$ cat src/rtl/pair_arb_pkg.sv
// pair_arb_pkg: shared types and defaults for the pair arbiter/sequencer.
//   state_t          - arbiter FSM states (IDLE, GRANT0, GRANT1)
//   HOLD_CYCLES_DEF  - default grant duration in cycles
//   CNT_W_DEF        - default hold-counter width
package pair_arb_pkg;

  localparam int unsigned HOLD_CYCLES_DEF = 4;
  localparam int unsigned CNT_W_DEF       = 4;

  typedef enum logic [1:0] {
    IDLE   = 2'd0,
    GRANT0 = 2'd1,
    GRANT1 = 2'd2
  } state_t;

endpackage

$ cat src/rtl/pair_arb_sequencer_hold_cnt.sv
// pair_arb_hold_cnt: grant hold counter.
//   i_clk   - clock (rising edge)
//   i_rst_n - synchronous active-low reset, clears count
//   i_load  - reload count to 0 (wins over i_en)
//   i_en    - increment count
//   o_tc    - terminal count: count == HOLD_CYCLES-1
module pair_arb_hold_cnt #(
  parameter int unsigned HOLD_CYCLES = 4,
  parameter int unsigned CNT_W       = 4
) (
  input  logic i_clk,
  input  logic i_rst_n,
  input  logic i_load,
  input  logic i_en,
  output logic o_tc
);

  logic [CNT_W-1:0] r_cnt;

  always_ff @(posedge i_clk) begin
    if (!i_rst_n) begin
      r_cnt <= '0;
    end else if (i_load) begin
      r_cnt <= '0;
    end else if (i_en) begin
      r_cnt <= r_cnt + 1'b1;
    end
  end

  assign o_tc = (r_cnt == CNT_W'(HOLD_CYCLES - 1));

endmodule

$ cat src/rtl/pair_arb_sequencer.sv
// pair_arb_sequencer: two-source round-robin arbiter that sequences a pair of
// data bits per source onto a downstream 2:1 mux chain.
//   clk_in, rst_n_in        - clock; synchronous active-low reset
//   req0_in, req1_in        - level requests from source 0 / source 1
//   a_in, c_in / b_in, d_in - data pair of source 0 / source 1
//   a_out..d_out            - registered data, captured while the owner holds grant
//   sel_out                 - mux select (0 = a/c, 1 = b/d), held while idle
//   grant0_out, grant1_out  - one-hot-or-zero grant indication
//   busy_out                - high in either grant state
// Optional feature macro PAIR_ARB_STATS_EN adds gcnt0_out/gcnt1_out, 8-bit
// saturating counts of GRANT0/GRANT1 entries (re-entries included).
module pair_arb_sequencer
  import pair_arb_pkg::*;
#(
  parameter int unsigned HOLD_CYCLES = HOLD_CYCLES_DEF,
  parameter int unsigned CNT_W       = CNT_W_DEF
) (
  input  logic       clk_in,
  input  logic       rst_n_in,
  input  logic       req0_in,
  input  logic       req1_in,
  input  logic       a_in,
  input  logic       c_in,
  input  logic       b_in,
  input  logic       d_in,
  output logic       a_out,
  output logic       b_out,
  output logic       c_out,
  output logic       d_out,
  output logic       sel_out,
  output logic       grant0_out,
  output logic       grant1_out,
  output logic       busy_out
`ifdef PAIR_ARB_STATS_EN
  ,
  output logic [7:0] gcnt0_out,
  output logic [7:0] gcnt1_out
`endif
);

  state_t r_state;
  state_t w_next;
  logic   w_end;
  logic   w_tc;
  logic   r_last;
  logic   r_sel;
  logic   r_a, r_b, r_c, r_d;

  // Counter reloads in IDLE and at every grant end, so each grant (including
  // a re-entry of the same source) starts from 0.
  pair_arb_hold_cnt #(
    .HOLD_CYCLES (HOLD_CYCLES),
    .CNT_W       (CNT_W)
  ) u_hold_cnt (
    .i_clk   (clk_in),
    .i_rst_n (rst_n_in),
    .i_load  ((r_state == IDLE) || w_end),
    .i_en    (r_state != IDLE),
    .o_tc    (w_tc)
  );

  always_comb begin
    w_next = r_state;
    w_end  = 1'b0;
    case (r_state)
      IDLE: begin
        if (req0_in && req1_in) w_next = r_last ? GRANT0 : GRANT1;
        else if (req0_in)       w_next = GRANT0;
        else if (req1_in)       w_next = GRANT1;
        else                    w_next = IDLE;
      end
      GRANT0: begin
        w_end = w_tc || !req0_in;
        if (w_end) begin
          if (req1_in)      w_next = GRANT1;
          else if (req0_in) w_next = GRANT0;
          else              w_next = IDLE;
        end
      end
      GRANT1: begin
        w_end = w_tc || !req1_in;
        if (w_end) begin
          if (req0_in)      w_next = GRANT0;
          else if (req1_in) w_next = GRANT1;
          else              w_next = IDLE;
        end
      end
      default: w_next = IDLE;
    endcase
  end

  always_ff @(posedge clk_in) begin
    if (!rst_n_in) begin
      r_state <= IDLE;
      r_last  <= 1'b1;
      r_sel   <= 1'b0;
      r_a     <= 1'b0;
      r_b     <= 1'b0;
      r_c     <= 1'b0;
      r_d     <= 1'b0;
    end else begin
      r_state <= w_next;
      // sel and last follow the state being entered so sel lines up with
      // the grant outputs and is simply held through IDLE.
      if (w_next == GRANT0) begin
        r_last <= 1'b0;
        r_sel  <= 1'b0;
      end else if (w_next == GRANT1) begin
        r_last <= 1'b1;
        r_sel  <= 1'b1;
      end
      if (r_state == GRANT0) begin
        r_a <= a_in;
        r_c <= c_in;
      end
      if (r_state == GRANT1) begin
        r_b <= b_in;
        r_d <= d_in;
      end
    end
  end

  assign grant0_out = (r_state == GRANT0);
  assign grant1_out = (r_state == GRANT1);
  assign busy_out   = (r_state != IDLE);
  assign sel_out    = r_sel;
  assign a_out      = r_a;
  assign b_out      = r_b;
  assign c_out      = r_c;
  assign d_out      = r_d;

`ifdef PAIR_ARB_STATS_EN
  logic       w_enter0;
  logic       w_enter1;
  logic [7:0] r_gcnt0;
  logic [7:0] r_gcnt1;

  assign w_enter0 = (w_next == GRANT0) && ((r_state != GRANT0) || w_end);
  assign w_enter1 = (w_next == GRANT1) && ((r_state != GRANT1) || w_end);

  always_ff @(posedge clk_in) begin
    if (!rst_n_in) begin
      r_gcnt0 <= '0;
      r_gcnt1 <= '0;
    end else begin
      if (w_enter0 && (r_gcnt0 != '1)) r_gcnt0 <= r_gcnt0 + 1'b1;
      if (w_enter1 && (r_gcnt1 != '1)) r_gcnt1 <= r_gcnt1 + 1'b1;
    end
  end

  assign gcnt0_out = r_gcnt0;
  assign gcnt1_out = r_gcnt1;
`endif

endmodule

$ cat config.mk
export PLATFORM = sky130hd
export DESIGN_NAME = pair_arb_sequencer
export DESIGN_NICKNAME = d
export VERILOG_FILES = /design/src/rtl/pair_arb_pkg.sv /design/src/rtl/pair_arb_sequencer_hold_cnt.sv /design/src/rtl/pair_arb_sequencer.sv
export SDC_FILE = /design/constraint.sdc
export NUM_CORES = 1
export LEC_CHECK = 0
export ABC_CLOCK_PERIOD_IN_PS = 6200
export CAP_MARGIN = 15
export CORE_MARGIN = 2
export CORE_UTILIZATION = 30
export CTS_CLUSTER_DIAMETER = 30
export DETAILED_ROUTE_END_ITERATION = 10
export SLEW_MARGIN = 15
export SYNTH_ARGS = -nofsm -noshare
export SYNTH_HDL_FRONTEND = slang
export SYNTH_SLANG_ARGS = --single-unit
$ cat constraint.sdc
create_clock -name clk_in -period 6.2 [get_ports clk_in]
set_input_delay 0.93 -clock clk_in [delete_from_list [all_inputs] [get_ports clk_in]]
set_output_delay 0.93 -clock clk_in [all_outputs]
set_load 0.05 [all_outputs]
==> results.txt <==
Most frequent cells in the layout: clkdlybuf4s50_1 (15), dfxtp_1 (12), nor2b_1 (7), ha_1 (7)
Outcome: finished clean
RR Startpoint: u_hold_cnt.r_cnt[0]
Largest net degree at the start of global routing: 9
Min Clock Period, post-route: 2884 ps
Seq pwr share: 0.406
CTS tree: built
Top cells by area, synth: dfxtp_1 (35%), ha_1 (13%), mux2i_1 (8.7%), nor2b_1 (6.3%), inv_1 (3.3%)
Synth Net Count: 87
Clock power frac: 0.288
DRC: 0
Post-Synthesis Cells: 72
Fmax: 0.3467 GHz
Number of global-route vias before repair: 546
Setup_tns: 0 ps
Nets: 105
# diodes: 0
Gp weighted congestion: 0.7371
Yosys warning count: 0
Final hold vios: 0
Synth area leader: dfxtp_1
Syn avg cell area: 9.593 um^2
Switch Pwr: 0.00006880 W
Postcts setup bufs: 0
Die ar.: 2702 um^2
Reg-to-reg slack, setup: 3980 ps
Routed vias/inst: 4.684
Area grow syn2layout: 30.80%
IO Port Bufs: 15
Gr usage total: 0.1139
Slew Limit Fails: 0
ANT nets after route: 0
Proportion of netlist area held by the largest area contributor: 0.3478
Flop and latch count out of synthesis: 12
DR vias: 548
Hold/Removal Path Class: reg -> reg
Final setup vio count: 0
Min-delay src: u_hold_cnt.r_cnt[0]
Comb pwr share: 0.306
CTS Buf Count: 3
CP Data Arrival Time: 1950 ps
H-tree depth: 1
Clk root buf: clkbuf_4
R2R cell count: 8
RSZ-0062 raised after global routing: no
Die width: 51.98 um
Maximum vdd drop: 0.0001327 V
Hold depth: 1
Share of cells above drive strength 1: 0.07865
P_leak: 0.3527 nW
First-pass GRT wire length: 2.242 mm
Clk slew on worst S/H paths: 80 ps
Power per cell area: 237.5 nW/um^2
CP max FO: 8
Slew @ Worst Pin: 518.9 ps
Initial antenna violation count: 0
# Max-Cap Violations: 0
Hold Buf Count CTS: 0
Rel. slew slack: 0.6510
Cell internal pwr: 0.0001458 W
Switching portion of total power: 0.3206
Most common cell after layout, fill and taps aside: clkdlybuf4s50_1
Final Core Density: 0.4123
# clock sinks: 12
Cell area after synthesis: 690.7 um^2
Post-cts sizing count: 0
Total power: 0.0002146 W
Worst setup EP type: output pin
Worst Path Required: 5270 ps
Half-perimeter wire length after detailed placement: 1.034 mm
Drt first pass iters: 4
Remaining global-route overflow: 0
FILL cells: 215
Clk_lat worst skew: 270 ps
Worst Hold End: u_hold_cnt.r_cnt[0]
Count of different cell masters after synthesis: 28
Crit start category: flop
R2r endpoint: r_last
Routed wire length per instance: 11.38 um
Clock Skews: 3.289 ps
Routed WL: 1.332 mm
I/O pins: 16
Core Box Area: 2191 um^2
DRT iter0 DRCs: 3
WS Path Type: reg -> out
Height of the die: 51.98 um
Tcrit/Tclk final: 0.4652
Initial core utilization: 0.3152
Clock Tree Buf Depth: 2
Seq/Total Area, Yosys: 0.3478
Rows: 17
## power by group through the flow
stage / Sequential (W) / Clock (W) / Combinational (W)
2_1_floorplan: 0.0000960 / 0 / 0.0000385
3_3_place_gp: 0.0000889 / 0 / 0.0000652
3_5_place_dp: 0.0000889 / 0 / 0.0000659
4_1_cts: 0.0000872 / 0.0000643 / 0.0000664
5_1_grt: 0.0000880 / 0.0000664 / 0.0000717
6_report: 0.0000871 / 0.0000619 / 0.0000656
## synth_stat cells, drive strengths merged
| master | n |
|---|---|
| dfxtp | 12 |
| ha | 7 |
| nor2b | 7 |
| inv | 6 |
| mux2i | 6 |
| nand2 | 5 |
| nand2b | 3 |
| nor3 | 3 |
| a21oi | 2 |
| mux2 | 2 |
| nor3b | 2 |
| o211ai | 2 |
| o21ai | 2 |
| a211oi | 1 |
| a21boi | 1 |
| a21o | 1 |
| a31oi | 1 |
| buf | 1 |
| clkbuf | 1 |
| nand3 | 1 |
| nand4 | 1 |
| nor2 | 1 |
| o211a | 1 |
| o32a | 1 |
| xnor2 | 1 |
| xor2 | 1 |
## per-stage QoR
| step | hold slack (ps) | instances | setup WS (ps) | area [um^2] |
|---|---|---|---|---|
| floorplan | 431.6 | 72 | 3842 | 690.7 |
| detailed placement | 459.3 | 113 | 3308 | 867.1 |
| global placement | 445.8 | 113 | 3370 | 867.1 |
| global route | 512.8 | 117 | 3215 | 903.4 |
| CTS | 470.7 | 117 | 3291 | 903.4 |
| finish | 461.7 | 117 | 3316 | 903.4 |
## worst max path at each step
stage                           from         end  slack (ps)  depth (start not counted)
after CTS                 r_state[0]  grant0_out        3290                          2
after floorplan           r_state[1]      r_last        3840                         10
after detailed placement     req1_in      r_last        3310                          8
after global routing      r_state[0]  grant0_out        3210                          2
after global placement       req1_in      r_last        3370                          8
final                     r_state[0]  grant0_out        3320                          2
## per-layer routing
metal	global-route usage	vias up	part of all wire
met5	0	-	0
met4	0.07895	0	0.029
met3	0.02011	4	0.036
met2	0.1835	12	0.45
met1	0.1356	252	0.48
li1	-	280	-
## critical path, cell delays in order, from the launching register on
cell             delay [ps]
dfxtp_1                 430
ha_1                    390
clkdlybuf4s50_1         870
## cell type report
| cell class | count | area (um^2) | area share |
|---|---|---|---|
| Inverter | 6 | 22.52 | 0.02493 |
| Timing Repair Buffer | 15 | 150.1 | 0.1662 |
| Multi-Input combinational cell | 52 | 419.2 | 0.4640 |
| Sequential cell | 12 | 240.2 | 0.2659 |
| Tap cell | 28 | 35.03 | 0.03878 |
| Clock buffer | 4 | 36.28 | 0.04017 |
## sequential cells by signal, indices dropped and copies added (netlist names)
register          flops
b_out                 1
c_out                 1
a_out                 1
u_hold_cnt.r_cnt      4
r_state               2
d_out                 1
sel_out               1
r_last                1
## cell families (layout without fill, tap and decap cells)
group,count (synthesis),in the layout,share of synthesized area
multiplexers,8,8,0.1250
AND/OR/NAND/NOR,23,23,0.1993
AO/OA/AOI/OAI,12,12,0.1304
flip-flops,12,12,0.3478
XOR/XNOR,2,2,0.02537
adder cells (fa/ha/maj),7,7,0.1268
buffers and inverters,8,25,0.04528
(Power assumes the default switching activity.)
